$ cat src/rtl/product_accumulator.sv
// ---------------------------------------------------------------------------
// product_accumulator
//
// Multiply-accumulate back end for the N-bit combinational multiplier. It
// takes a burst of LEN unsigned 2N-bit products over a valid/ready
// handshake, adds them into an ACC_W-bit accumulator, and offers the burst
// sum over a second valid/ready handshake.
//
// Burst flow: IDLE --start--> ACCUM --LEN transfers--> DONE --acc_ready--> IDLE
//
// Parameters
//   N      multiplier operand width; the product input is 2N bits wide
//   LEN    products per burst, legal range 1..255
//   ACC_W  accumulator width, must be >= 2N
//
// Ports
//   clk        rising-edge clock
//   rst_n      asynchronous active-low reset
//   start      begin a new burst; honoured only in IDLE
//   p_valid    p_in carries a valid product
//   p_ready    a product is accepted this cycle (ACCUM only)
//   p_in       unsigned product from the multiplier
//   acc_valid  burst result available (DONE only)
//   acc_ready  consumer takes the result
//   acc_out    accumulated sum, unsigned
//   cnt        products accepted in the current burst
//   ovf        sticky: a carry out of ACC_W occurred during this burst
//
// Configuration
//   PRODUCT_ACC_SAT_EN  defined   : on a carry the sum saturates at all-ones
//                       undefined : on a carry the sum wraps modulo 2^ACC_W
// ---------------------------------------------------------------------------
module product_accumulator #(
  parameter int N     = 4,
  parameter int LEN   = 4,
  parameter int ACC_W = 10
) (
  input  logic             clk,
  input  logic             rst_n,
  input  logic             start,
  input  logic             p_valid,
  output logic             p_ready,
  input  logic [2*N-1:0]   p_in,
  output logic             acc_valid,
  input  logic             acc_ready,
  output logic [ACC_W-1:0] acc_out,
  output logic [7:0]       cnt,
  output logic             ovf
);

  typedef enum logic [1:0] {
    IDLE  = 2'd0,
    ACCUM = 2'd1,
    DONE  = 2'd2
  } state_t;

  // Count value held just before the final transfer of a burst.
  localparam logic [7:0] LAST_CNT = 8'(LEN - 1);

  state_t           state_q, state_d;
  logic [ACC_W-1:0] acc_q, acc_d;
  logic [7:0]       cnt_q, cnt_d;
  logic             ovf_q, ovf_d;

  logic             xfer;
  logic [ACC_W:0]   sum;
  logic             carry;
  logic [ACC_W-1:0] acc_next;

  // One extra bit above the accumulator captures the carry of this addition.
  assign sum   = {1'b0, acc_q} + (ACC_W + 1)'(p_in);
  assign carry = sum[ACC_W];

`ifdef PRODUCT_ACC_SAT_EN
  // Once saturated, every further addition carries again (or adds zero),
  // so the sum stays pinned at all-ones for the rest of the burst.
  assign acc_next = carry ? {ACC_W{1'b1}} : sum[ACC_W-1:0];
`else
  assign acc_next = sum[ACC_W-1:0];
`endif

  // p_ready and acc_valid decode distinct states, so the input and output
  // handshakes can never complete in the same cycle.
  assign p_ready   = (state_q == ACCUM);
  assign acc_valid = (state_q == DONE);
  assign xfer      = p_valid && p_ready;

  // Next-state and datapath update.
  always_comb begin
    // NOTE: every signal driven here gets a default first; a path that
    // leaves one unassigned would otherwise infer a latch.
    state_d = state_q;
    acc_d   = acc_q;
    cnt_d   = cnt_q;
    ovf_d   = ovf_q;

    unique case (state_q)
      IDLE: begin
        // No transfer in the start cycle: ACCUM is entered only at the edge.
        if (start) begin
          acc_d   = '0;
          cnt_d   = '0;
          ovf_d   = 1'b0;
          state_d = ACCUM;
        end
      end

      ACCUM: begin
        if (xfer) begin
          acc_d = acc_next;
          cnt_d = cnt_q + 8'd1;
          ovf_d = ovf_q | carry;
          if (cnt_q == LAST_CNT) state_d = DONE;
        end
      end

      DONE: begin
        if (acc_ready) state_d = IDLE;
      end

      default: state_d = IDLE;
    endcase
  end

  // State and result registers; reset discards any partial sum.
  always_ff @(posedge clk or negedge rst_n) begin
    if (!rst_n) begin
      state_q <= IDLE;
      acc_q   <= '0;
      cnt_q   <= '0;
      ovf_q   <= 1'b0;
    end else begin
      // NOTE: non-blocking assignments so every register samples the
      // pre-edge values, independent of statement order.
      state_q <= state_d;
      acc_q   <= acc_d;
      cnt_q   <= cnt_d;
      ovf_q   <= ovf_d;
    end
  end

  assign acc_out = acc_q;
  assign cnt     = cnt_q;
  assign ovf     = ovf_q;

endmodule

$ cat config.mk
export PLATFORM = sky130hd
export DESIGN_NAME = product_accumulator
export DESIGN_NICKNAME = d
export VERILOG_FILES = /design/src/rtl/product_accumulator.sv
export SDC_FILE = /design/constraint.sdc
export NUM_CORES = 1
export LEC_CHECK = 0
export ABC_AREA = 1
export CORE_MARGIN = 2
export CORE_UTILIZATION = 30
export CTS_CLUSTER_SIZE = 30
export DETAILED_ROUTE_END_ITERATION = 7
export HOLD_SLACK_MARGIN = 0.03
export PLACE_DENSITY = 0.62
export RECOVER_POWER = 100
export SYNTH_ARGS = -nofsm -noshare
export SYNTH_HDL_FRONTEND = slang
export SYNTH_SLANG_ARGS = --single-unit
$ cat constraint.sdc
create_clock -name clk -period 2.3 [get_ports clk]
set_input_delay 0.23 -clock clk [delete_from_list [all_inputs] [get_ports clk]]
set_output_delay 0.23 -clock clk [all_outputs]
set_load 0.01 [all_outputs]
# After elaboration in Yosys (flattened, before gate mapping)
# Cells that the tools add are included.
# op_classes
n_mux,14
n_addsub,2
n_reduce_logical,5
n_eq_ne,7
n_bitwise,1
# op_table
cell,n
$mux W10,2
$pmux W10 S2,1
$mux W8,2
$pmux W8 S2,1
$add A10 B8 Y11,1
$add A8 B1 Y8 const B,1
$eq A8 B2 Y1 const B,1
$mux W2,4
$ne A2 B1 Y1 const B,3
$pmux W2 S3,1
$reduce_and A4 Y1,1
$reduce_and A3 Y1,1
$eq A2 B1 Y1 const B,1
$eq A2 B2 Y1 const B,1
$logic_not A2 Y1,1
$mux W1,2
$ne A2 B2 Y1 const B,1
$pmux W1 S2,1
$reduce_bool A2 Y1,1
$logic_and A1 B1 Y1,1
$or A1 B1 Y1,1
# totals
ff_bits,21
out_inout_bits,21
word_cells,33
in_bits,13

# Depth between registers and ports, before layout
# Gate-level depths: netlist of run 1.
# logic_depth
word_depth,4
depth_mapped,11
depth_no_buf,11

# Worst setup path after synthesis of run 1
# OpenSTA, ideal clock, no wires.
# synth_timing
path_type,reg-to-reg
from,"register acc_q[0], in the netlist acc_out[0]"
to,"register acc_q[8], in the netlist acc_out[8]"
required_ns,2.181
stages_incl_launch_ff,10
synth_period_minus_slack_ns,1.679
setup_time_ns,0.119
n_path_buf,0
t_arrival_ns,1.560
setup_slack_ns,0.621
path_cell_list,dfrtp_1 ha_1 inv_1 fa_1 o21ai_1 nand2_1 nand2_1 nand3_1 nand2_1 nor2_1
# synth_between
elab_chain_len,3
# synth_lines
element,line_no,text
from (decl),61,"logic [ACC_W-1:0] acc_q, acc_d;"
from (signal assigned),129,acc_q <= '0;
from (signal assigned),136,acc_q <= acc_d;
$add A10 B8 Y11,71,"assign sum = {1'b0, acc_q} + (ACC_W + 1)'(p_in);"
$mux W10,109,if (xfer) begin
$pmux W10 S2,97,unique case (state_q)
# Every way passes these cells. The select of a mux whose other input is x is not followed.
# A chain may end at the register's enable or synchronous reset.

# Worst setup path after layout of run 1
# layout_timing
from,input port p_in[0]
to,"register acc_q[8], in the netlist acc_out[8]"
# layout_between
elab_chain_len,3
# layout_lines
element,line_no,text
from (decl),43,"input logic [2*N-1:0] p_in,"
$add A10 B8 Y11,71,
$mux W10,109,
$pmux W10 S2,97,
# Every way passes these cells. The select of a mux whose other input is x is not followed.

==> out/qor.yml, run 1 <==
sta:
  min_period_over_period_pct: 84.2
  rsz0062_at_grt: "false"
  tns_ps: 0
  clock.fmax_mhz: 517
  fin_hold_ws_ps: 514
  timing.final.hold_violations: 0
  drv_slew: 0
  setup_viol: 0
  min_period_ps: 1940
  finalClockSkew_ps: 4.60
  slew_headroom_pct: 21.0
  worstMarginPinSlew_ps: 1190
cts:
  clk_pin_slew_worst_paths_ps: 70
  cts_made_buffers: 3
  htreeDepth: 1
  cts_tree: "built"
  postCtsSetupBuffers: 0
  cts_root_buf: "clkbuf_8"
  cts_max_path_buffers: 2
  cts.sinks: 21
  cts_hold_buf: 0
  cts_resized: 0
  clkLatencyLatePin_ps: 260
place:
  finalWeightedCongestion: 0.795
  dp.final_hpwl_um: 2440
  placed_cells: 271
  post_dp_cell_area_um2: 1780
  io_buffers: 33
routing:
  dr.pass1.iters: 4
  wl_per_cell_um: 11.4
  routed_wl_um: 3140
  vias: 1277
  postRouteAntennaNets: 0
  drt-vias-per-instance: 4.64
  drt_iter0_markers: 53
  drc: 0
setup_path:
  cpPeakStageDelay_ps: 460
  endpoint_kind: "flip-flop"
  critPathRequiredTime_ps: 2450
  path_max_fanout: 3
  cp-start-kind: "input port"
  crit_chain: "clkdlybuf4s50_1 -> ha_1 -> inv_1 -> fa_1 -> o21ai_0 -> nand2_1 -> nand2_1 -> nand3_1 -> nand2_1 -> nor2_1"
  crit_top_cell: "nand2_1"
  critical_path_arrival_ps: 2090
  worstSetupPathType: "in -> reg"
  crit_path_top_delay_cell: "clkdlybuf4s50_1"
logic_synthesis:
  synthXorXnorAreaFrac_pct: 2.52
  synth_seq_area_share_pct: 37.7
  syn_avg_cell_area_um2: 7.45
  synth_mux_area_share_pct: 0
  synth_top_flop_cell: "dfrtp_1"
  synth-compound-area-share_pct: 10.2
  synth_fa_ha_area_share_pct: 9.52
  synth_top_family_by_area: "simple AND/OR/NAND/NOR gates"
  synth_cell_types: 26
  synth-seq-cells: 21
  synthArstFlopShare_pct: 100
  synth_edf_count: 0
  syn-cell-area_um2: 1390
  syn_nets: 210
  synth_simple_gate_area_share_pct: 31.1
  netlist_instances: 187
  yosys_warnings: 0
die:
  die_w_um: 72.1
  dieArea_um2: 5200
  die_height_um: 72.1
  io_pins: 34
  start_util_pct: 31.5
  placementRows: 24
  core_area_um2: 4410
grt:
  grt.total_usage_pct: 13.3
  groute.layer.met3.usage_pct: 3.33
  busiest_layer: "met2"
  grt_pass1_wl_um: 5380
  use_met2_pct: 21.6
  antenna_found_initial: 0
  overflow: 0
  grt_pass1_vias: 1169
  grtUsageMet1_pct: 17.5
  grt_max_degree: 22
run:
  drv_cap: 0
pwr:
  vdd_ir_drop_max_uv: 439
  power_density_nw_per_um2: 1130
  p_leak_nw: 0.950
finish:
  mostFrequentLayoutCell: "nand2_1"
  syn_to_final_growth_pct: 29.1
  layout.nets: 247
  drive_gt1_share_pct: 3.59
  n_antenna_cell: 0
  stdcell_count: 275
  layout_common_cells: "nand2_1 (57), inv_1 (28), nor2_1 (22), dlygate4sd3_1 (22), dfrtp_1 (21)"
  fin_area_um2: 1800
hold_path:
  holdCritPathClass: "reg -> reg"
outcome:
  status: "finished clean"
worst max-delay path, delay by kind of cell:
kind / cells / cell delay (ps)
buf+inv: 2 / 520
fa+ha+maj: 2 / 570
simple gates: 5 / 400
compound gates: 1 / 360
worst paths after layout:
path | slack [ps] | from | endpoint | cells after the start
min in group asynchronous | 720 | rst_n | acc_out[6] | 2
max in group asynchronous | 870 | rst_n | ovf | 2
worst max register to register | 410 | acc_out[0] | acc_out[8] | 9
worst min register to register | 510 | acc_out[6] | acc_out[6] | 2
worst max-delay path | 360 | p_in[0] | acc_out[8] | 10
worst min-delay path | 510 | acc_out[6] | acc_out[6] | 2
metrics by stage:
step | setup WS [ps] | utilization [%] | total power, W
finish | 364 | 40.7 | 0.00202
global route | 225 | 40.7 | 0.00224
CTS | 493 | 41.3 | 0.00214
detailed placement | 208 | 40.2 | 0.00188
global placement | 226 | 40.2 | 0.00187
floorplan | 621 | - | 0.00142
cells in the mapped netlist, types with 2 or more instances:
master,count,area [um2]
nand2_4,3,33.8
o22ai_1,2,12.5
a21oi_1,10,50.1
a22o_1,2,17.5
nor2_1,20,75.1
nand4_1,4,25.0
o21ai_0,5,25.0
xnor2_1,2,17.5
nand2_1,55,206
xor2_1,2,17.5
ha_1,9,113
inv_1,28,105
nand2_2,2,12.5
o21ai_1,2,10.0
dfrtp_1,21,526
nor3_1,2,10.0
nand3_1,8,40.0
nor2_2,2,12.5
registers in the layout, indices dropped and copies added, names as in the netlist:
signal / count
state_q: 2
cnt: 8
acc_out: 10
ovf: 1
report_power, final:
group | total (W) | internal, W | switching (W)
Combinational | 0.00114 | 0.000498 | 0.000639
Clock | 0.000247 | 0.000124 | 0.000124
Sequential | 0.000639 | 0.000509 | 0.000130
per-layer routing:
metal  part of all wire, %  up-vias
li1                      -      672
met2                    46       27
met3                   6.4        4
met1                    47      574
met4                  0.80        0
met5                     0        -
final cells by class:
| type | count | area [um2] |
|---|---|---|
| clock buffer | 4 | 45.0 |
| fill | 471 | 2620 |
| inverter | 28 | 105 |
| multi-input combinational | 136 | 723 |
| sequential | 21 | 526 |
| tap | 52 | 65.1 |
| timing repair buffer | 34 | 334 |
kinds of logic after synthesis:
logic type                 count (synthesis)
buffers and inverters                     30
and+or+nand+nor                           98
adders and majority gates                 10
xor gates and xnor gates                   4
DFF                                       21
AOI/OAI and AO/OA                         24
Power figures use the tool's default switching activity.
==> inputs of run 2 (changes only) <==
==> constraint.sdc (replaced) <==
create_clock -name clk -period 1.9 [get_ports clk]
set_input_delay 0.19 -clock clk [delete_from_list [all_inputs] [get_ports clk]]
set_output_delay 0.19 -clock clk [all_outputs]
set_load 0.01 [all_outputs]
==> run 2 against run 1 <==
- highest routed layer unchanged
- clock power increased by 20%
- worst hold slack got worse by 8.3 ps
- combinational power up 25%
- clock-buffer cell count shrank 1
- sequential share of layout area decreased by 0.56 points
- clock skew shrank 2.3 ps
- via count shrank 1.5%
- worst setup slack lost 150 ps
- non-clock buffer count grew 3
- final cell count increased by 1.1%
- cell area rose by 1.9%
==> out/qor.yml, run 2 (synthesis results as in run 1) <==
outcome:
  status: "finished clean"
grt:
  grt_pass1_wl_um: 5420  # +0.76%
  grt_max_degree: 22  # unchanged
  grt_pass1_vias: 1189  # +1.7%
  overflow: 0  # unchanged
  antenna_found_initial: 0  # unchanged
  grt.total_usage_pct: 13.1  # -0.18 points
sta:
  min_period_ps: 1680
  finalClockSkew_ps: 2.26  # -2.34 ps
  setup_viol: 0  # unchanged
  drv_slew: 0  # unchanged
  min_period_over_period_pct: 88.5
  timing.final.hold_violations: 0  # unchanged
  slew_headroom_pct: 22.6  # +1.6 points
  fin_ws_ps: 218  # -147 ps
  clock.fmax_mhz: 594
  rsz0062_at_grt: "false"
  worstMarginPinSlew_ps: 1160  # -23.8 ps
pwr:
  vdd_ir_drop_max_uv: 579  # +32%
  p_int_w: 0.00140  # +23%
  p_leak_nw: 0.971  # +2.2%
  p_seq_share_pct: 31.1  # -0.5 points
  power_density_nw_per_um2: 1360  # +21%
  p_sw_w: 0.00110  # +24%
  clkPwrFrac_pct: 11.9  # -0.3 points
  power.share.combinational_pct: 57.1  # +0.9 points
  switching_share_pct: 44.1  # about the same
setup_path:
  reg2reg_from: "acc_out[0]"
  worstSetupPathType: "in -> reg"
  cp-start-kind: "input port"
  crit_chain: "clkdlybuf4s50_1 -> ha_1 -> inv_1 -> fa_1 -> o21ai_2 -> nand2_1 -> nand2_1 -> nand3_1 -> nand2_1 -> nor2_1"
  crit_path_top_delay_cell: "clkdlybuf4s50_1"
  cpPeakStageDelay_ps: 460  # about the same
  worstSetupPathDepth: 10  # unchanged
  reg2reg_depth: 9  # unchanged
  endpoint_kind: "flip-flop"
  crit_family: "adder cells"
  path_max_fanout: 3  # unchanged
  path_buf_inv: 2  # unchanged
  critPathRequiredTime_ps: 2050  # -400 ps
  critical_path_arrival_ps: 1840  # -250 ps
  crit_top_cell: "nand2_1"
  regToRegSetupSlack_ps: 230  # -180 ps
  r2r_end: "acc_out[8]"
routing:
  drt_iter0_markers: 78  # +47%
  wl_per_cell_um: 11.4  # -0.61%
  routed_wl_um: 3160  # +0.48%
  drt-vias-per-instance: 4.53  # -2.6%
  postRouteAntennaNets: 0  # unchanged
  drc: 0  # unchanged
  dr.pass1.iters: 4  # unchanged
  vias: 1258  # -1.5%
die:
  start_util_pct: 31.5  # unchanged
  die_w_um: 72.1  # unchanged
  die_height_um: 72.1  # unchanged
  dieArea_um2: 5200  # unchanged
  core_area_um2: 4410  # unchanged
  placementRows: 24  # unchanged
  io_pins: 34  # unchanged
place:
  place_ws_ps: -123  # -331 ps
  dp.final_hpwl_um: 2430  # -0.32%
  post_dp_cell_area_um2: 1800  # +1.3%
  finalWeightedCongestion: 0.853  # +7.4%
  io_buffers: 33  # unchanged
hold_path:
  holdCritPathClass: "in -> reg"
  hold_end: "state_q[1]"
  hold_start: "acc_ready"
  holdPathStages: 2  # unchanged
finish:
  layout_common_cells: "nand2_1 (56), inv_1 (28), nor2_1 (22), dfrtp_1 (21), dlygate4sd3_1 (21)"
  fillers: 452  # -4.0%
  mostFrequentLayoutCell: "nand2_1"
  fin_area_um2: 1830  # +1.9%
  n_antenna_cell: 0  # unchanged
  drive_gt1_share_pct: 6.19  # +2.6 points
  layout.nets: 250  # +1.2%
  syn_to_final_growth_pct: 31.6
  largest_reg_flops: 10  # unchanged
  final_core_util_pct: 41.5  # +0.79 points
cts:
  cts.sinks: 21  # unchanged
  cts_max_path_buffers: 2  # unchanged
  clkLatencyLatePin_ps: 260  # about the same
  cts_made_buffers: 3  # unchanged
  cts_tree: "built"
  cts_root_buf: "clkbuf_8"
  clk_pin_slew_worst_paths_ps: 80  # about the same
  htreeDepth: 1  # unchanged
  cts_hold_buf: 0  # unchanged
run:
  drv_cap: 0  # unchanged
[run 2: cell types whose count changed in the layout (fill, tap and decap cells not counted)]
| cell | delta |
|---|---|
| nand2_4 | +1 |
| clkbuf_1 | -1 |
| dlygate4sd3_1 | -1 |
| nand2_1 | -1 |
| o21ai_2 | +1 |
| o21ai_0 | -2 |
| o21ai_1 | +1 |
| clkdlybuf4s50_1 | +1 |
| clkinv_2 | +1 |
| buf_4 | +3 |
[run 2: worst max-delay path by stage]
stage / from / endpoint / slack [ps]
2_1_floorplan: acc_out[0] / acc_out[8] / 220
3_3_place_gp: p_in[0] / acc_out[8] / -90
3_5_place_dp: p_in[0] / acc_out[8] / -120
4_1_cts: acc_out[0] / acc_out[8] / 160
5_1_grt: acc_out[0] / ovf / 70
6_report: p_in[0] / acc_out[8] / 220
[run 2: cell type report]
| type | instances | area (um2) | share of cell area [%] |
|---|---|---|---|
| multi-input cells | 136 | 734 | 40.1 |
| flip-flops and latches | 21 | 526 | 28.7 |
| clock buffers | 3 | 41.3 | 2.25 |
| well taps | 52 | 65.1 | 3.55 |
| repair buffers | 37 | 357 | 19.5 |
| clock inverters | 1 | 5.00 | 0.273 |
| inverters | 28 | 105 | 5.73 |
[run 2: repair_timing]
action	in CTS	in global routing
hold endpoints to repair	0	0
gates resized for setup	0	1
endpoints found under the setup margin	0	1
buffers inserted	0	0
[run 2: power groups by stage]
stage	Combinational (W)	Sequential, W	Clock [W]
after floorplan	0.000893	0.000831	0
after global placement	0.00150	0.000792	0
after detailed placement	0.00150	0.000794	0
after CTS	0.00151	0.000785	0.000305
after global routing	0.00163	0.000806	0.000327
final	0.00143	0.000776	0.000297
[run 2: per-layer routing]
layer	routed length [um]	part of all wire [%]	up-vias	GRT usage, %
met5	0	0	-	0
li1	-	-	674	-
met4	19	0.60	0	3.14
met3	174	5.5	2	2.36
met1	1500	47	551	18.1
met2	1470	46	31	21.3
[run 2: worst register-to-register path: stages (launching register included)]
cell,delay (ps)
dfrtp_1,370
ha_1,170
inv_1,50
fa_1,400
o21ai_2,220
nand2_1,70
nand2_1,100
nand3_1,70
nand2_1,60
nor2_1,40
[run 2: per-stage QoR]
step	hold WS (ps)	TNS (ps)	power (W)	cells
3_3_place_gp	506	-238	0.00229	274
3_5_place_dp	508	-336	0.00229	274
2_1_floorplan	-106	0	0.00172	187
4_1_cts	290	0	0.00260	278
6_report	505	0	0.00250	278
5_1_grt	513	0	0.00276	278
